--- config.mk ---
export PLATFORM = sky130hd
export DESIGN_NAME = down_counter_reload
export DESIGN_NICKNAME = d
export VERILOG_FILES = /design/src/rtl/down_counter_reload.sv
export SDC_FILE = /design/constraint.sdc
export NUM_CORES = 1
export LEC_CHECK = 0
export CORE_MARGIN = 2
export CORE_UTILIZATION = 38
export DETAILED_ROUTE_END_ITERATION = 6
export PLACE_DENSITY_LB_ADDON = 0.08
export SLEW_MARGIN = 10
export SYNTH_ARGS = -nofsm -noshare
export SYNTH_HDL_FRONTEND = slang
export SYNTH_SLANG_ARGS = --single-unit
--- constraint.sdc ---
create_clock -name clk -period 2.7 [get_ports clk]
set_clock_uncertainty 0.2 [all_clocks]
set_input_delay 0.675 -clock clk [delete_from_list [all_inputs] [get_ports clk]]
set_output_delay 0.675 -clock clk [all_outputs]
set_load 0.05 [all_outputs]
--- src/rtl/down_counter_reload.sv ---
// down_counter_reload: WIDTH-bit down counter that counts a reload value to
// zero, then stops (one-shot) or reloads (periodic), with a one-cycle tc.
//
// Ports:
//   clk, rst            clock; synchronous active-high reset
//   load, load_val      capture load_val into reload and count, go IDLE
//   start               IDLE/DONE: copy reload into count, enter RUN
//   en                  count enable while in RUN
//   periodic            1 = auto-reload at zero, 0 = stop in DONE
//   count               current count
//   tc                  registered terminal-count pulse
//   busy, done          state is RUN / state is DONE
//
// Optional (define DOWNCNT_STICKY_EN):
//   clr_flag            clears tc_flag
//   tc_flag             sticky copy of tc; set wins over clear
module down_counter_reload #(
    parameter int WIDTH = 3
) (
    input  logic             clk,
    input  logic             rst,
    input  logic             load,
    input  logic [WIDTH-1:0] load_val,
    input  logic             start,
    input  logic             en,
    input  logic             periodic,
`ifdef DOWNCNT_STICKY_EN
    input  logic             clr_flag,
    output logic             tc_flag,
`endif
    output logic [WIDTH-1:0] count,
    output logic             tc,
    output logic             busy,
    output logic             done
);

    typedef enum logic [1:0] {
        IDLE = 2'd0,
        RUN  = 2'd1,
        DONE = 2'd2
    } state_t;

    state_t           state_q, state_d;
    logic [WIDTH-1:0] count_q, count_d;
    logic [WIDTH-1:0] reload_q, reload_d;
    logic             tc_q, tc_d;
    logic             busy_q, busy_d;
    logic             done_q, done_d;

    // Per-bit decrement: a bit flips while every lower bit is zero.
    logic [WIDTH-1:0] dec;
    logic [WIDTH:0]   borrow;
    logic             is_zero;

    always_comb begin
        borrow[0] = 1'b1;
        for (int i = 0; i < WIDTH; i++) begin
            dec[i]        = count_q[i] ^ borrow[i];
            borrow[i + 1] = borrow[i] & ~count_q[i];
        end
        is_zero = borrow[WIDTH];
    end

    always_comb begin
        state_d  = state_q;
        count_d  = count_q;
        reload_d = reload_q;
        tc_d     = 1'b0;
        if (load) begin
            // load wins over everything in RUN, including a zero cycle
            reload_d = load_val;
            count_d  = load_val;
            state_d  = IDLE;
        end else begin
            unique case (state_q)
                IDLE, DONE: begin
                    if (start) begin
                        count_d = reload_q;
                        state_d = RUN;
                    end
                end
                RUN: begin
                    if (en) begin
                        if (is_zero) begin
                            tc_d = 1'b1;
                            if (periodic) begin
                                count_d = reload_q;
                            end else begin
                                state_d = DONE;
                            end
                        end else begin
                            count_d = dec;
                        end
                    end
                end
                default: state_d = IDLE;
            endcase
        end
        busy_d = (state_d == RUN);
        done_d = (state_d == DONE);
    end

    always_ff @(posedge clk) begin
        if (rst) begin
            state_q  <= IDLE;
            count_q  <= '0;
            reload_q <= '0;
            tc_q     <= 1'b0;
            busy_q   <= 1'b0;
            done_q   <= 1'b0;
        end else begin
            state_q  <= state_d;
            count_q  <= count_d;
            reload_q <= reload_d;
            tc_q     <= tc_d;
            busy_q   <= busy_d;
            done_q   <= done_d;
        end
    end

`ifdef DOWNCNT_STICKY_EN
    logic tc_flag_q, tc_flag_d;

    always_comb begin
        tc_flag_d = tc_flag_q;
        if (clr_flag) tc_flag_d = 1'b0;
        if (tc_d)     tc_flag_d = 1'b1;
    end

    always_ff @(posedge clk) begin
        if (rst) tc_flag_q <= 1'b0;
        else     tc_flag_q <= tc_flag_d;
    end

    assign tc_flag = tc_flag_q;
`endif

    assign count = count_q;
    assign tc    = tc_q;
    assign busy  = busy_q;
    assign done  = done_q;

endmodule

==> results by group, run 1 <==
Floorplan
  • Area of the core: 1301 sq um
  • DIE AREA: 1711 sq um
  • Site Rows: 13
  • Starting density of the core: 40.77%
  • Die span in y: 41.37 microns
  • Boundary Pins: 15
  • Horiz. Die Dim: 41.37 microns

Power
  • Peak VDD IR: 244.4 uV
  • Comb pwr share: 22.3%
  • Switch share: 28.99%
  • Clock Power Share: 30.6%
  • Lkg Pwr: 0.2708 nW
  • Cell Int Power: 0.0002662 W
  • Sequential Power Share: 47.0%
  • Power density over the cells: 530.2 nW/um^2
  • Sw Pwr: 0.0001087 W

Layout
  • Nets: 84
  • Core Util, Final: 54.33%
  • Ant. Diodes: 0
  • Share of layout cells above drive strength 1: 10.96%
  • P&R area growth vs syn: 33.25%

Yosys
  • Syn avg cell area: 9.307 sq um
  • Cell area after synthesis: 530.5 sq um
  • Sequential area share after synthesis: 41.51%
  • Gate count after technology mapping: 57
  • Distinct cells, synth: 27
  • Yosys warns: 0
  • Post-synth ARST share: 0%
  • Dominant synthesized flop cell: dfxtp_1
  • Post-synthesis sequential element count: 11
  • Number of enable flip-flop cells after synthesis: 0
  • Post-Syn Nets: 67

STA
  • Slew HR: 66.79%
  • Final TNS setup: 0 ns
  • Final setup viols: 0
  • RSZ-0062 raised after global routing: false
  • Crit share post-route: 87.07%
  • Fmax: 425.3 MHz
  • Hold Fails Final Rpt: 0
  • Final worst path period need: 2.351 ns
  • Final Max Slew Viols: 0
  • Worst-Margin Slew: 0.4966 ns

Drt
  • Drt via density: 5.284
  • Final ANT Viol Nets: 0
  • DRC violations left: 0
  • Final Routed Wirelength: 1018 microns
  • Routed vias: 465
  • WL per Instance: 11.57 microns
  • Initial drt markers: 7
  • Drt pass-1 iters: 4

Run
  • Max_cap viols: 0

GRT
  • Vias in the first global route: 382
  • Congestion Overflow GR: 0
  • Largest net degree at the start of global routing: 11
  • Antenna violations before repair: 0
  • First-pass GRT wire length: 1649 microns
  • GRT Util Overall: 16.69%

Setup path
  • CP cell instances: clkdlybuf4s50_1
  • Setup crit start kind: flop
  • Crit-path max FO: 5
  • Worst EP arrival: 1.48 ns
  • Critical path depth in cells: 1
  • Crit path capture type: primary output
  • WP data required: 1.82 ns
  • Critical Path Max Stage Delay: 0.82 ns
  • WS Path Type: flop to primary output
  • Buf+Inv Stages, Crit Path: 1
  • Worst R2R Path Depth: 6
  • CP top delay family: buffers and inverters
  • Critical Path Slowest Stage Cell: clkdlybuf4s50_1

CTS
  • CTS Root Cell: clkbuf_4
  • Clk buf depth: 2
  • H-tree depth: 1
  • TritonCTS clock tree: built
  • Clk slew on worst S/H paths: 0.07 ns
  • CTS Buf Count: 3
  • Clock sink total: 11
  • # hold bufs at CTS: 0
  • Post-CTS sizing: 0
  • Setup Buffers After CTS: 0
  • Clk_lat worst skew: 0.28 ns

Outcome
  • Run status: complete, no violations

Place
  • Final Wtd Congestion: 0.7458
  • IO buf count: 14
  • HPWL after DPL: 755.4 microns

Min path
  • Hold path depth: 2
  • Class of the worst hold path: flop to flop
## synth_stat cells (2+ instances only)
cell type / instances / area (sq um)
or2_1: 2 / 12.51
dfxtp_1: 11 / 220.2
mux2i_1: 2 / 20.02
a21oi_1: 2 / 10.01
nor2b_1: 2 / 12.51
nand2b_1: 2 / 12.51
inv_1: 5 / 18.77
nand3b_1: 2 / 15.01
a221oi_1: 2 / 17.52
nor2_1: 8 / 30.03
a31oi_1: 3 / 18.77
## state kept, by name, indices dropped and copies added, names as in the netlist
signal,count
busy,1
count,3
done,1
reload_q,3
state_q,2
tc,1
## metal layers
metal  vias up  global-route usage (%)  wire length, microns  part of all wire, %
met4         0                   14.52                    16                  1.6
met3         4                   7.979                    67                  6.6
li1        234                       -                     -                    -
met2        13                   19.53                   425                   42
met5         -                       0                     0                    0
met1       214                   21.82                   509                   50
## final cells by class
class | count | area (sq um)
clock buffers | 4 | 26.28
fillers | 123 | 594.3
inverters | 5 | 18.77
multi-input cells | 39 | 282.8
flip-flops and latches | 11 | 220.2
well taps | 15 | 18.77
repair buffers | 14 | 140.1
## cells in the final DEF (no fill, tap or decap), types with 2 or more instances in the layout
| master | n |
|---|---|
| a21oi_1 | 2 |
| a221oi_1 | 2 |
| a31oi_1 | 3 |
| clkbuf_4 | 3 |
| clkdlybuf4s50_1 | 14 |
| dfxtp_1 | 11 |
| inv_1 | 5 |
| mux2i_1 | 2 |
| nand2b_1 | 2 |
| nand3b_1 | 2 |
| nor2_1 | 8 |
| nor2b_1 | 2 |
| or2_1 | 2 |
## logic make-up (layout without fill, tap and decap cells)
logic type	count (synthesis)	count (layout)	synth area share, %
and+or+nand+nor	21	21	24.05
AOI/OAI and AO/OA	14	14	20.28
DFF	11	11	41.51
buffers and inverters	7	23	5.187
muxes	3	3	6.603
adders and majority gates	1	1	2.358
## worst paths after layout
check / endpoint / slack [ns] / start
worst max-delay path: count[2] / 0.35 / count[2]$_SDFFE_PP0P_
worst min register to register: reload_q[1]$_SDFFE_PP0P_ / 0.28 / reload_q[1]$_SDFFE_PP0P_
worst max register to register: count[0]$_SDFFE_PP0P_ / 0.99 / count[0]$_SDFFE_PP0P_
worst min-delay path: reload_q[1]$_SDFFE_PP0P_ / 0.28 / reload_q[1]$_SDFFE_PP0P_
## power by group through the flow
stage	logic, W	registers, W	clock network (W)
global route	0.0000923	0.000178	0.000128
detailed placement	0.0000840	0.000180	0
floorplan	0.0000397	0.000195	0
finish	0.0000837	0.000176	0.000115
CTS	0.0000842	0.000176	0.000119
global placement	0.0000838	0.000180	0
## worst min-delay path: stages (launching register included)
cell	delay [ns]
dfxtp_1	0.31
nand2b_1	0.06
a21oi_1	0.06
## per-stage QoR
step           cells  hold WS (ns)  area [sq um]   power, W  setup slack (ns)
2_1_floorplan     57        0.2435         530.5  0.0002351            0.6824
4_1_cts           88        0.2826         706.9  0.0003797            0.3391
5_1_grt           88        0.3124         706.9  0.0003982            0.2481
3_3_place_gp      84        0.2693         680.7  0.0002639            0.4865
6_report          88        0.2795         706.9  0.0003748            0.3490
3_5_place_dp      84        0.2719         680.7  0.0002639            0.4816
Power figures use the tool's default switching activity.
==> run 2, diff against run 1 <==
--- a/config.mk
+++ b/config.mk
@@ -7,7 +7,9 @@
 export LEC_CHECK = 0
 export CORE_MARGIN = 2
 export CORE_UTILIZATION = 38
+export CTS_CLUSTER_DIAMETER = 200
 export DETAILED_ROUTE_END_ITERATION = 6
+export GPL_ROUTABILITY_DRIVEN = 0
 export PLACE_DENSITY_LB_ADDON = 0.08
 export SLEW_MARGIN = 10
 export SYNTH_ARGS = -nofsm -noshare
==> results of run 2 <==
Same layout as run 1: the final DEF is identical, and so are final timing and power.
